==> src/rtl/burst_seq_pkg.sv <==
`default_nettype none
// ============================================================================
// Module      : burst_seq_pkg
// Description : Shared types and default widths for the burst sequencer.
// Revision    : 1.0 - initial release
// ============================================================================
package burst_seq_pkg;

    // Default beat-counter width and burst-exponent width
    localparam int c_SIZECOUNT = 12;
    localparam int c_SIZEBURST = 8;

    // Sequencer states, explicitly encoded
    typedef enum logic [1:0] {
        IDLE = 2'd0,
        REQ  = 2'd1,
        XFER = 2'd2,
        DONE = 2'd3
    } burst_state_t;

endpackage : burst_seq_pkg
`default_nettype wire

==> src/rtl/burst_end_det.sv <==
`default_nettype none
// ============================================================================
// Module      : burst_end_det
// Description : Combinational end-of-burst detector. Flags the beat whose
//               index is the last one of a 2^sizeburst-aligned burst.
//               An exponent at or above the counter width means the whole
//               job is one burst, so the detector never fires.
// Revision    : 1.0 - initial release
// ============================================================================
module burst_end_det
    import burst_seq_pkg::*;
#(
    parameter int SIZECOUNT = c_SIZECOUNT,
    parameter int SIZEBURST = c_SIZEBURST
) (
    input  logic [SIZECOUNT-1:0] i_count,
    input  logic [SIZEBURST-1:0] i_sizeburst,
    output logic                 o_burst_end
);

    logic [SIZECOUNT-1:0] w_mask;
    logic                 w_single;

    // Low-order mask of the burst size: bit i set when i < sizeburst
    for (genvar i = 0; i < SIZECOUNT; i++) begin : g_mask_bit
        assign w_mask[i] = (int'(i_sizeburst) > i);
    end

    assign w_single = (int'(i_sizeburst) >= SIZECOUNT);

    // (count+1) mod 2^sizeburst == 0  <=>  the low sizeburst bits are all ones
    always_comb begin
        o_burst_end = 1'b0;
        if (!w_single) begin
            o_burst_end = ((i_count & w_mask) == w_mask);
        end
    end

endmodule : burst_end_det
`default_nettype wire

==> src/rtl/burst_seq.sv <==
`default_nettype none
// ============================================================================
// Module      : burst_seq
// Description : Burst sequencer. Latches a job (length, burst exponent),
//               requests the bus once per burst, and passes the beat
//               handshake through while granted. Flags the last beat of
//               each burst and of the job on out_last.
//               Optional feature macro: BURST_SEQ_ABORT_EN adds an abort
//               input that ends the job early from REQ or XFER.
// Revision    : 1.0 - initial release
// ============================================================================
module burst_seq
    import burst_seq_pkg::*;
#(
    parameter int SIZECOUNT = c_SIZECOUNT,
    parameter int SIZEBURST = c_SIZEBURST
) (
    input  logic                 clk,
    input  logic                 rst,
`ifdef BURST_SEQ_ABORT_EN
    input  logic                 abort,
`endif
    input  logic                 start,
    input  logic [SIZECOUNT-1:0] len_m1,
    input  logic [SIZEBURST-1:0] sizeburst,
    output logic                 busy,
    output logic                 done,
    output logic                 req,
    input  logic                 gnt,
    input  logic                 in_valid,
    output logic                 in_ready,
    output logic                 out_valid,
    input  logic                 out_ready,
    output logic                 out_last,
    output logic [SIZECOUNT-1:0] count
);

    burst_state_t         r_state;
    burst_state_t         w_state_nxt;
    logic [SIZECOUNT-1:0] r_len_m1;
    logic [SIZECOUNT-1:0] r_count;
    logic [SIZEBURST-1:0] r_sizeburst;
    logic                 w_abort;
    logic                 w_xfer;
    logic                 w_beat;
    logic                 w_burst_end;
    logic                 w_job_end;

`ifdef BURST_SEQ_ABORT_EN
    assign w_abort = abort;
`else
    assign w_abort = 1'b0;
`endif

    // An abort cycle carries no beat on either side of the handshake
    assign w_xfer    = (r_state == XFER) && !w_abort;
    assign w_beat    = w_xfer && in_valid && out_ready;
    assign w_job_end = (r_count == r_len_m1);

    burst_end_det #(
        .SIZECOUNT (SIZECOUNT),
        .SIZEBURST (SIZEBURST)
    ) u_end_det (
        .i_count     (r_count),
        .i_sizeburst (r_sizeburst),
        .o_burst_end (w_burst_end)
    );

    // State register
    always_ff @(posedge clk or negedge rst) begin
        if (!rst) begin
            r_state <= IDLE;
        end else begin
            r_state <= w_state_nxt;
        end
    end

    // Job parameters and beat counter; the counter parks on len_m1 so it never wraps
    always_ff @(posedge clk or negedge rst) begin
        if (!rst) begin
            r_len_m1    <= '0;
            r_sizeburst <= '0;
            r_count     <= '0;
        end else if ((r_state == IDLE) && start) begin
            r_len_m1    <= len_m1;
            r_sizeburst <= sizeburst;
            r_count     <= '0;
        end else if (w_beat && !w_job_end) begin
            r_count     <= r_count + 1'b1;
        end
    end

    // Next-state logic
    always_comb begin
        w_state_nxt = r_state;
        case (r_state)
            IDLE: begin
                if (start) begin
                    w_state_nxt = REQ;
                end
            end
            REQ: begin
                if (w_abort) begin
                    w_state_nxt = DONE;
                end else if (gnt) begin
                    w_state_nxt = XFER;
                end
            end
            XFER: begin
                if (w_abort) begin
                    w_state_nxt = DONE;
                end else if (w_beat && w_job_end) begin
                    w_state_nxt = DONE;
                end else if (w_beat && w_burst_end) begin
                    w_state_nxt = REQ;
                end
            end
            DONE: begin
                w_state_nxt = IDLE;
            end
            default: begin
                w_state_nxt = IDLE;
            end
        endcase
    end

    // Output decode, including the zero-cycle handshake pass-through
    always_comb begin
        busy      = (r_state != IDLE);
        req       = (r_state == REQ);
        done      = (r_state == DONE);
        out_valid = w_xfer && in_valid;
        in_ready  = w_xfer && out_ready;
        out_last  = w_beat && (w_burst_end || w_job_end);
        count     = r_count;
    end

endmodule : burst_seq
`default_nettype wire
==> config.mk <==
export PLATFORM = sky130hd
export DESIGN_NAME = burst_seq
export DESIGN_NICKNAME = d
export VERILOG_FILES = /design/src/rtl/burst_seq_pkg.sv /design/src/rtl/burst_end_det.sv /design/src/rtl/burst_seq.sv
export SDC_FILE = /design/constraint.sdc
export NUM_CORES = 1
export LEC_CHECK = 0
export BUFFER_PORTS_ARGS = -buffer_cell sky130_fd_sc_hd__buf_2
export CORE_MARGIN = 10
export CORE_UTILIZATION = 57
export DETAILED_ROUTE_END_ITERATION = 8
export PLACE_DENSITY = 0.86
export SLEW_MARGIN = 15
export SYNTH_ARGS = -nofsm -noshare
export SYNTH_HDL_FRONTEND = slang
export SYNTH_HIERARCHICAL = 1
export SYNTH_SLANG_ARGS = --single-unit
==> constraint.sdc <==
create_clock -name clk -period 2.57 [get_ports clk]
set_input_delay 0.514 -clock clk [delete_from_list [all_inputs] [get_ports clk]]
set_output_delay 0.514 -clock clk [all_outputs]
set_load 0.02 [all_outputs]
[Word-level counts from Yosys, hierarchy flattened]
Index checks and enable logic that the tools add are counted.
Operators by class
  add/subtract/negate cells: 1
  multipliers: 0
  divide/modulo/power cells: 0
  magnitude comparators: 13
  equality and inequality tests: 8
  shift operators: 0
  mux-type cells: 8
  bitwise logic cells: 1
  reduce and logical (&&, ||, !) cells: 14
Operators with widths (count)
  $gt 8x3->1 const B: 4
  $gt 8x4->1 const B: 4
  $eq 12x12->1: 2
  $mux 12: 2
  $gt 8x1->1 const B: 2
  $gt 8x2->1 const B: 2
  $add 12x1->12 const B: 1
  $and 12x12->12: 1
  $ge 8x4->1 const B: 1
  $logic_and 1x1->1: 8
  $mux 2: 4
  $pmux 2 s4: 1
  $eq 2x2->1 const B: 2
  $reduce_bool 2->1: 2
  $ne 3x1->1 const B: 1
  $reduce_and 3->1: 1
  $eq 2x1->1 const B: 1
  $logic_not 2->1: 1
  $ne 2x1->1 const B: 1
  $ne 2x2->1 const B: 1
  $logic_not 1->1: 1
  $logic_or 1x1->1: 1
  $mux 1: 1
Word-level totals
  bits in registers: 34
  bits in latches: 0
  memory bits (writable): 0
  ROM bits: 0
  logic and storage cells: 49
  memories: 0

[Logic depth before layout (Yosys ltp)]
Gate-level depths: netlist of the first run.
  depth in word-level cells: 8
  gate-level depth with buffers: 7

[Cells and area by module]
The synthesis of the first run kept the hierarchy.
Modules (own cells, without submodules)
  burst_seq: times used 1, cells an instance 189, area each 1710.4 um^2, sequential area each 850.8 um^2
  burst_end_det: times used 1, cells an instance 23, area each 137.6 um^2, sequential area each 0.0 um^2

[Worst setup path after synthesis of the first run]
Ideal clock, no wire load.
  kind: flip-flop to output port
  start point: reg r_count[0] (netlist: count[0])
  end point: out out_last
  data arrival time: 1751 ps
  required time: 2056 ps
  path slack: 305 ps
  cell stages (with the launch flop): 8
  buffers on the path: 2
  cells stage by stage: dfrtp_1 > xnor2_1 > nand4_1 > nor3_2 > buf_4 > buf_4 > nor2_1 > nor2_1
Between the ends
  longest elaborated chain between the ends: 5
  elaborated cells between the ends (all ways): 6
  those cells by class: eq/ne (2); mux (1); bitwise (1); reduce/logical (2)
RTL lines
  start, declared: line burst_seq.sv:41  | logic [SIZECOUNT-1:0] r_count;
  start signal, assigned: line burst_seq.sv:89  | r_count <= r_count + 1'b1;
  $and 12x12->12: line burst_end_det.sv:35  | o_burst_end = ((i_count & w_mask) == w_mask);
  $eq 12x12->1: line burst_end_det.sv:35
  $mux 1: line burst_end_det.sv:34  | if (!w_single) begin
  $logic_or 1x1->1 *: line burst_seq.sv:134  | out_last = w_beat && (w_burst_end || w_job_end);
  $logic_and 1x1->1 *: line burst_seq.sv:134
  end, declared: line burst_seq.sv:34  | output logic out_last,
Mark *: on every way between the ends. The rest lies on a longest branch, timed or not.

[Worst setup path after layout of the first run]
  start point: reg r_count[4] (netlist: count[4])
  end point: out out_last
Between the ends
  longest elaborated chain between the ends: 5
  elaborated cells between the ends (all ways): 6
  those cells by class: eq/ne (2); mux (1); bitwise (1); reduce/logical (2)
RTL lines
  $and 12x12->12: line burst_end_det.sv:35
  $eq 12x12->1: line burst_end_det.sv:35
  $mux 1: line burst_end_det.sv:34
  via w_burst_end: line burst_seq.sv:46  | logic w_burst_end;
  $logic_or 1x1->1: line burst_seq.sv:134
  $logic_and 1x1->1: line burst_seq.sv:134
The timed path passes the listed nets, and every way through them passes these cells.

==> impl_metrics.yaml, run 1 <==
cells_and_area:
  drive_gt1_frac: 0.2296
  final_common_cell: "nand2_1"
  layout.nets: 283
  fillers: 254
  areaGrowthSynthToFinish_pct: 16.52
  final_cell_mix: "nand2_1 (68), buf_2 (42), dfrtp_1 (34), xnor2_1 (12), a21oi_1 (8)"
  n_antenna_cell: 0
  multi_input_area_um2: 913.4
  seqCellArea_um2: 850.8
synth:
  ys_ff_latch: 34
  syn_nets: 239
  netlist-cell-type-count: 42
  syn-cell-area_mm2: 0.001848
  ys_seq_area_frac: 0.4604
  synth_edf_count: 0
  synthArstFlopShare: 1.000
  netlist_instances: 212
  synth_top_flop_cell: "dfrtp_1"
  synth_area_per_cell_um2: 8.717
  ys_warn_count: 6
timing:
  setup_viol: 0
  tightest_slew_ns: 0.8278
  fin_crit_sh: 0.9276
  hold_violations: 0
  finClkSkew_ns: 0.005025
  whs_ns: 0.2213
  rsz0062_at_grt: "false"
  period_minus_slack_ns: 2.384
  fin_tns_setup_ns: 0
  max-slew-margin-rel: 0.4468
  slew_viol_final: 0
  max_freq_mhz: 419.5
routing:
  first_pass_iters: 4
  postRouteWirelength_um: 4241
  wl_per_cell_um: 14.09
  drt_iter0_drc: 209
  antenna_left: 0
  post-route-drc-count: 0
  viasPerCell: 5.522
  vias: 1662
global_route:
  grt_pass1_vias: 1681
  grt_start_max_net_pins: 35
  grt.total_usage: 0.1530
  antenna_found_initial: 0
  grt_pass1_wl_um: 7555
  grt-ovfl-total: 0
die:
  io_pins: 44
  die_w_um: 76.94
  die_h_um: 76.94
  core_mm2: 0.003078
  start_util: 0.6004
  fp.dieArea_mm2: 0.005920
  rows: 20
placed_design:
  io_buffers: 43
  dp_hpwl_um: 3140
  gp_congestion: 0.9096
power_and_ir_drop:
  leakage_nw: 1.048
  power_density_mw_per_mm2: 844.2
  irDropWorstVdd_uv: 507.1
  total_power_mw: 1.818
cts:
  clock_sinks: 34
  htree_num_levels: 2
  cts_max_path_buffers: 2
  ctsRootBufferMaster: "clkbuf_4"
  cts_tree: "built"
  holdBufCountCts: 0
  clk_latency_ns: 0.34
  cts_buffers: 5
  clkTransAtPathRegs_ns: 0.10
critical_path:
  crit_buf_inv: 1
  reg2reg_from: "r_state[1]"
  criticalPathCategory: "reg2out"
  cp_max_fo: 8
  slowest_delay_ns: 0.50
  start_kind: "register"
  worstRegToRegCells: 5
  slowest_stage: "dfrtp_1"
  arrival_ns: 1.87
  crit_path_end_kind: "primary output"
  rr_endpoint: "count[9]"
  rrSetupSlack_ns: 0.76
  crit_chain: "nand2b_1, a32oi_1, a311oi_1, and4_1, nor2_1, nor2_1, buf_4"
  crit_top_cell: "nor2_1"
  required_ns: 2.06
  cp_top_family: "simple AND/OR/NAND/NOR gates"
run_status:
  outcome: "finished clean"
job:
  drv_cap: 0
worst_hold_path:
  min_path_type: "in2async"
report_power, final:
part	leakage (nW)	internal, mW	switching, mW
Sequential	0.440	0.705	0.172
Clock	0.0353	0.132	0.174
Combinational	0.573	0.280	0.354
routing by layer:
metal  routed length [um]  part of all wire  vias to the layer above  global-route usage
met3                  371             0.087                        3             0.06643
li1                     -                 -                      815                   -
met1                 1834              0.43                      778              0.1772
met5                    0                 0                        -                   0
met4                   28            0.0066                        0             0.05204
met2                 2006              0.47                       66              0.2462
worst max-delay path by stage:
stage	startpoint	end	slack [ns]	cells after the start
6_report	count[4]	out_last	0.19	7
5_1_grt	r_sizeburst[5]	out_last	0.0008	7
4_1_cts	r_sizeburst[7]	out_last	0.12	7
3_5_place_dp	r_sizeburst[7]	out_last	0.52	7
3_3_place_gp	r_sizeburst[7]	out_last	0.52	7
2_1_floorplan	count[0]	out_last	0.31	7
Yosys cell counts (4+ instances only):
cell type	number	area [um2]
nor2_1	5	18.77
nand2_1	68	255.2
clkbuf_1	5	18.77
a21oi_1	8	40.04
and2_1	4	25.02
xnor2_1	12	105.1
nand3_1	6	30.03
o31ai_1	5	37.54
nand4_1	5	31.28
dfrtp_1	34	850.8
or3_1	4	25.02
o211ai_1	4	30.03
inv_1	7	26.28
o21ai_0	7	35.03
sequential cells by signal (all words and copies together) (netlist names):
name,cells
count,12
r_len_m1,12
r_sizeburst,8
r_state,2
kinds of logic (layout without fill, tap and decap cells):
| group | count (synthesis) | in the layout | synth area share |
|---|---|---|---|
| AOI/OAI and AO/OA | 36 | 36 | 0.1266 |
| xor gates and xnor gates | 12 | 12 | 0.05687 |
| adders and majority gates | 1 | 1 | 0.006769 |
| buffers and inverters | 17 | 62 | 0.04875 |
| DFF | 34 | 34 | 0.4604 |
| muxes | 2 | 2 | 0.01083 |
| and+or+nand+nor | 110 | 110 | 0.2898 |
cell type report:
cell class / instances / area share
Multi-Input combinational cell: 161 / 0.4242
Sequential cell: 34 / 0.3951
Timing Repair Buffer: 47 / 0.1150
Clock buffer: 7 / 0.02557
Tap cell: 44 / 0.02557
Inverter: 7 / 0.01220
Clock inverter: 1 / 0.002324
through the flow:
stage / cells / utilization / worst slack, ns / instance area [um2]
2_1_floorplan: 212 / - / 0.3055 / 1848
3_3_place_gp: 291 / 0.6724 / 0.5200 / 2069
3_5_place_dp: 291 / 0.6724 / 0.5180 / 2069
4_1_cts: 299 / 0.6919 / 0.1183 / 2130
5_1_grt: 301 / 0.6996 / 0.0007725 / 2153
6_report: 301 / 0.6996 / 0.1860 / 2153
what timing repair did:
action	CTS	global route
endpoints found under the hold margin	0	0
gates resized for setup	0	2
setup endpoints to repair	0	1
setup buffers	0	2
No activity file was read; power rests on OpenSTA's default activity.
==> inputs of run 2 (changes only) <==
GPL_TIMING_DRIVEN = 0   (was unset)
clock period = 2.9 ns   (was 2.57 ns; I/O delays follow)
==> run 2 against run 1 <==
Sequential power fell by 14%; clock-buffer cell count rose by 1; power fell by 6.9%; non-clock buffer count rose by 8; register-to-register slack improved by 0.28 ns; cell count rose by 2.7%; critical path depth rose by 1; critical path type unchanged.
==> impl_metrics.yaml, run 2 (synthesis results as in run 1) <==
run_status:
  outcome: "finished clean"
global_route:
  grt_pass1_vias: 1771
  grt.total_usage: 0.1544
  grt_start_max_net_pins: 35
  grt_pass1_wl_um: 7797
  grt-ovfl-total: 0
  antenna_found_initial: 0
critical_path:
  criticalPathCategory: "reg2out"
  crit_buf_inv: 3
  crit_path_end_kind: "primary output"
  required_ns: 2.32
  slowest_stage: "dfrtp_2"
  start_kind: "register"
  cp_max_fo: 10
  crit_chain: "xnor2_1, nand4_1, nor3_4, buf_4, buf_4, nor2_1, nor2_1, buf_2"
  cp_top_family: "simple AND/OR/NAND/NOR gates"
  slowest_delay_ns: 0.49
  arrival_ns: 2.19
cts:
  clk_latency_ns: 0.33
  cts_max_path_buffers: 2
  holdBufCountCts: 0
  ctsRootBufferMaster: "clkbuf_4"
  cts_tree: "built"
  cts_buffers: 5
  htree_num_levels: 2
  clkTransAtPathRegs_ns: 0.10
  clock_sinks: 34
routing:
  viasPerCell: 5.528
  vias: 1708
  first_pass_iters: 4
  drt_iter0_drc: 156
  postRouteWirelength_um: 4484
  post-route-drc-count: 0
  wl_per_cell_um: 14.51
  antenna_left: 0
timing:
  period_minus_slack_ns: 2.771
  tightest_slew_ns: 0.7274
  whs_ns: 0.2947
  slew_viol_final: 0
  max_freq_mhz: 360.9
  fin_crit_sh: 0.9555
  hold_violations: 0
  max-slew-margin-rel: 0.5151
  setup_viol: 0
  finClkSkew_ns: 0.006587
placed_design:
  place_inst: 299
  placed_cell_area_mm2: 0.002118
  io_buffers: 43
  gp_congestion: 0.9112
  dp_hpwl_um: 3253
die:
  io_pins: 44
  core_mm2: 0.003078
  rows: 20
  start_util: 0.6004
  fp.dieArea_mm2: 0.005920
  die_h_um: 76.94
  die_w_um: 76.94
worst_hold_path:
  min_path_type: "in2async"
cells_and_area:
  final_common_cell: "nand2_1"
  n_antenna_cell: 0
  areaGrowthSynthToFinish_pct: 20.38
  final_cells: 309
  fin_area_mm2: 0.002225
  final_cell_mix: "nand2_1 (68), buf_2 (43), dfrtp_1 (29), xnor2_1 (12), a21oi_1 (8)"
  drive_gt1_frac: 0.2528
  fillers: 249
  layout.nets: 291
power_and_ir_drop:
  power_density_mw_per_mm2: 760.5
  total_power_mw: 1.692
  leakage_nw: 1.082
  irDropWorstVdd_uv: 470.6
job:
  drv_cap: 0
run 2: changes by cell type in the layout (fill, tap and decap cells not counted), moves of 2 or more:
cell      delta
dfrtp_1      -5
dfrtp_2      +5
buf_6        +2
clkbuf_8     +2
clkbuf_1     +4
run 2: power breakdown:
group,switching (mW),internal (mW)
Sequential,0.127,0.625
Combinational,0.362,0.265
Clock,0.148,0.166
run 2: repair_timing:
action / 4_1_cts / 5_1_grt
setup endpoints to repair: 0 / 1
buffers inserted: 0 / 2
gates resized for setup: 0 / 6
run 2: path summary, 6_finish.rpt:
path	from	to	slack [ns]	cells past startpoint
min in group clk	sizeburst[3]	r_sizeburst[3]	0.43	3
max in group asynchronous	rst	count[9]	2.10	1
setup reg to reg	count[3]	count[6]	1.04	7
setup / recovery	count[3]	out_last	0.13	8
hold / removal	rst	r_state[1]	0.29	1
hold reg to reg	r_sizeburst[7]	r_sizeburst[7]	0.49	2
run 2: final cells by class:
type	instances	area, um2	area share
plain buffers	10	63.81	0.02868
flip-flops and latches	34	857.1	0.3853
inverters	7	26.28	0.01181
well taps	44	55.05	0.02475
multi-input cells	161	913.4	0.4106
repair buffers	45	230.2	0.1035
clock buffers	8	78.83	0.03543
run 2: worst register-to-register path: cells and delay by family, from the launching register on:
family	cells	cell delay, ns
simple gates	2	0.45
xor+xnor	1	0.20
buf+inv	2	0.39
flops	1	0.49
compound gates	2	0.27
run 2: layer usage:
metal  GRT usage  share of wire
met1      0.1783           0.42
met4     0.04833          0.012
met2      0.2614           0.48
met3     0.05245          0.085
met5           0              0
run 2: metrics by stage:
stage,worst slack [ns],setup TNS (ns),util
finish,0.1290,0,0.7228
global route,-0.02478,-0.02478,0.7228
CTS,0.06537,0,0.7138
detailed placement,0.4403,0,0.6882
global placement,0.4775,0,0.6882
floorplan,0.5695,0,-
==> inputs of run 3 (changes only) <==
CORE_UTILIZATION = 50   (was 57)
CTS_CLUSTER_DIAMETER = 200   (was unset)
PLACE_DENSITY = 0.77   (was 0.86)
==> run 3 against run 2 <==
Die area increased by 10%; core utilization decreased by 11 points; sequential share of layout area decreased by 0.15 points; first-iteration DRC count increased by 12%.
==> impl_metrics.yaml, run 3 (synthesis results as in run 1) <==
placed_design:
  dp_hpwl_um: 3284
  io_buffers: 43
  placed_cell_area_mm2: 0.002123
  detailedPlace.worstSlack_ns: 0.4018
  place_inst: 303
  gp_congestion: 0.9074
power_and_ir_drop:
  total_power_mw: 1.733
  sw_frac_of_total: 0.3757
  clkPwrFrac: 0.207
  power_density_mw_per_mm2: 779.6
  comb_power_share: 0.358
  irDropWorstVdd_uv: 484.3
  seqPwrFrac: 0.435
  netSwitchingPower_mw: 0.6511
  p_int_mw: 1.082
  leakage_nw: 1.080
cells_and_area:
  final_core_util: 0.6166
  final_cells: 311
  seqCellArea_um2: 853.3
  final_cell_mix: "nand2_1 (68), buf_2 (43), dfrtp_1 (32), xnor2_1 (12), a21oi_1 (8)"
  n_antenna_cell: 0
  drive_gt1_frac: 0.2319
  areaGrowthSynthToFinish_pct: 20.31
  fin_area_mm2: 0.002223
  fillers: 338
  final_common_cell: "nand2_1"
  multi_input_area_um2: 913.4
  layout.nets: 289
die:
  die_w_um: 80.80
  core_mm2: 0.003606
  rows: 22
  fp.dieArea_mm2: 0.006528
  die_h_um: 80.80
  io_pins: 44
  start_util: 0.5125
cts:
  cts_tree: "built"
  cts_max_path_buffers: 2
  cts_buffers: 5
  clkTransAtPathRegs_ns: 0.07
  clock_sinks: 34
  holdBufCountCts: 0
  cts_resized: 0
  htree_num_levels: 2
  ctsRootBufferMaster: "clkbuf_8"
  cts_setup_buffers: 0
  clk_latency_ns: 0.29
critical_path:
  crit_chain: "xnor2_1, nand4_1, nor3_4, buf_4, buf_4, nor2_1, nor2_1, buf_2"
  slowest_stage: "dfrtp_1"
  crit_buf_inv: 3
  slowest_delay_ns: 0.50
  criticalPathCategory: "reg2out"
  start_kind: "register"
  cp_max_fo: 10
  cp_top_family: "simple AND/OR/NAND/NOR gates"
  crit_path_end_kind: "primary output"
  required_ns: 2.32
  arrival_ns: 2.15
routing:
  vias: 1668
  postRouteWirelength_um: 4539
  wl_per_cell_um: 14.59
  antenna_left: 0
  first_pass_iters: 4
  viasPerCell: 5.363
  drt_iter0_drc: 174
  post-route-drc-count: 0
timing:
  hold_violations: 0
  period_minus_slack_ns: 2.731
  setup_viol: 0
  fin_crit_sh: 0.9416
  finalWorstSetupSlack_ns: 0.1692
  finClkSkew_ns: 0.005320
  fin_tns_setup_ns: 0
  max-slew-margin-rel: 0.5028
  whs_ns: 0.3575
  slew_viol_final: 0
  tightest_slew_ns: 0.7458
  max_freq_mhz: 366.2
global_route:
  grt_start_max_net_pins: 35
  antenna_found_initial: 0
  grt-ovfl-total: 0
  grt.total_usage: 0.1480
  grt_pass1_vias: 1728
  grt_pass1_wl_um: 7845
job:
  drv_cap: 0
worst_hold_path:
  min_path_type: "in2async"
run_status:
  outcome: "finished clean"
[run 3: changes by cell type in the layout (fill, tap and decap cells not counted), sizes merged]
cell    before  now
clkinv       0    1
buf         50   48
clkbuf      13   12
[run 3: per-layer routing]
| layer | wire length [um] | GRT usage | part of all wire | vias up |
|---|---|---|---|---|
| li1 | - | - | - | 826 |
| met1 | 1983 | 0.1811 | 0.44 | 781 |
| met5 | 0 | 0 | 0 | - |
| met2 | 2134 | 0.2412 | 0.47 | 56 |
| met4 | 32 | 0.03114 | 0.0071 | 0 |
| met3 | 389 | 0.05960 | 0.086 | 5 |
[run 3: layout make-up]
| type | count | area share |
|---|---|---|
| Clock inverter | 1 | 0.002251 |
| Timing Repair Buffer | 43 | 0.09679 |
| Sequential cell | 34 | 0.3838 |
| Tap cell | 48 | 0.02701 |
| Buffer | 10 | 0.02870 |
| Multi-Input combinational cell | 161 | 0.4108 |
| Clock buffer | 7 | 0.03883 |
| Inverter | 7 | 0.01182 |
[run 3: power by group through the flow]
stage	clock network, mW	logic [mW]	registers [mW]
after floorplan	0	0.463	0.736
after global placement	0	0.596	0.756
after detailed placement	0	0.614	0.762
after CTS	0.363	0.619	0.754
after global routing	0.385	0.714	0.772
final	0.359	0.620	0.754
[run 3: path summary, 6_finish.rpt]
| path | cells past startpoint | slack (ns) | to | from |
|---|---|---|---|---|
| worst min register to register | 2 | 0.49 | r_sizeburst[5] | r_sizeburst[5] |
| min in group clk | 3 | 0.48 | r_len_m1[7] | len_m1[7] |
| worst min-delay path | 1 | 0.36 | r_state[0] | rst |
| worst max-delay path | 8 | 0.17 | out_last | count[2] |
| worst max register to register | 7 | 1.03 | count[8] | count[2] |
| max in group asynchronous | 1 | 2.03 | count[0] | rst |
[run 3: worst reg2reg max path, stage by stage, from the launching register on]
cell and delay, ns:
dfrtp_1 0.50, xnor2_1 0.21, nand4_1 0.16, nor3_4 0.28
buf_4 0.22, buf_4 0.19, o21ai_0 0.10, a21oi_1 0.14
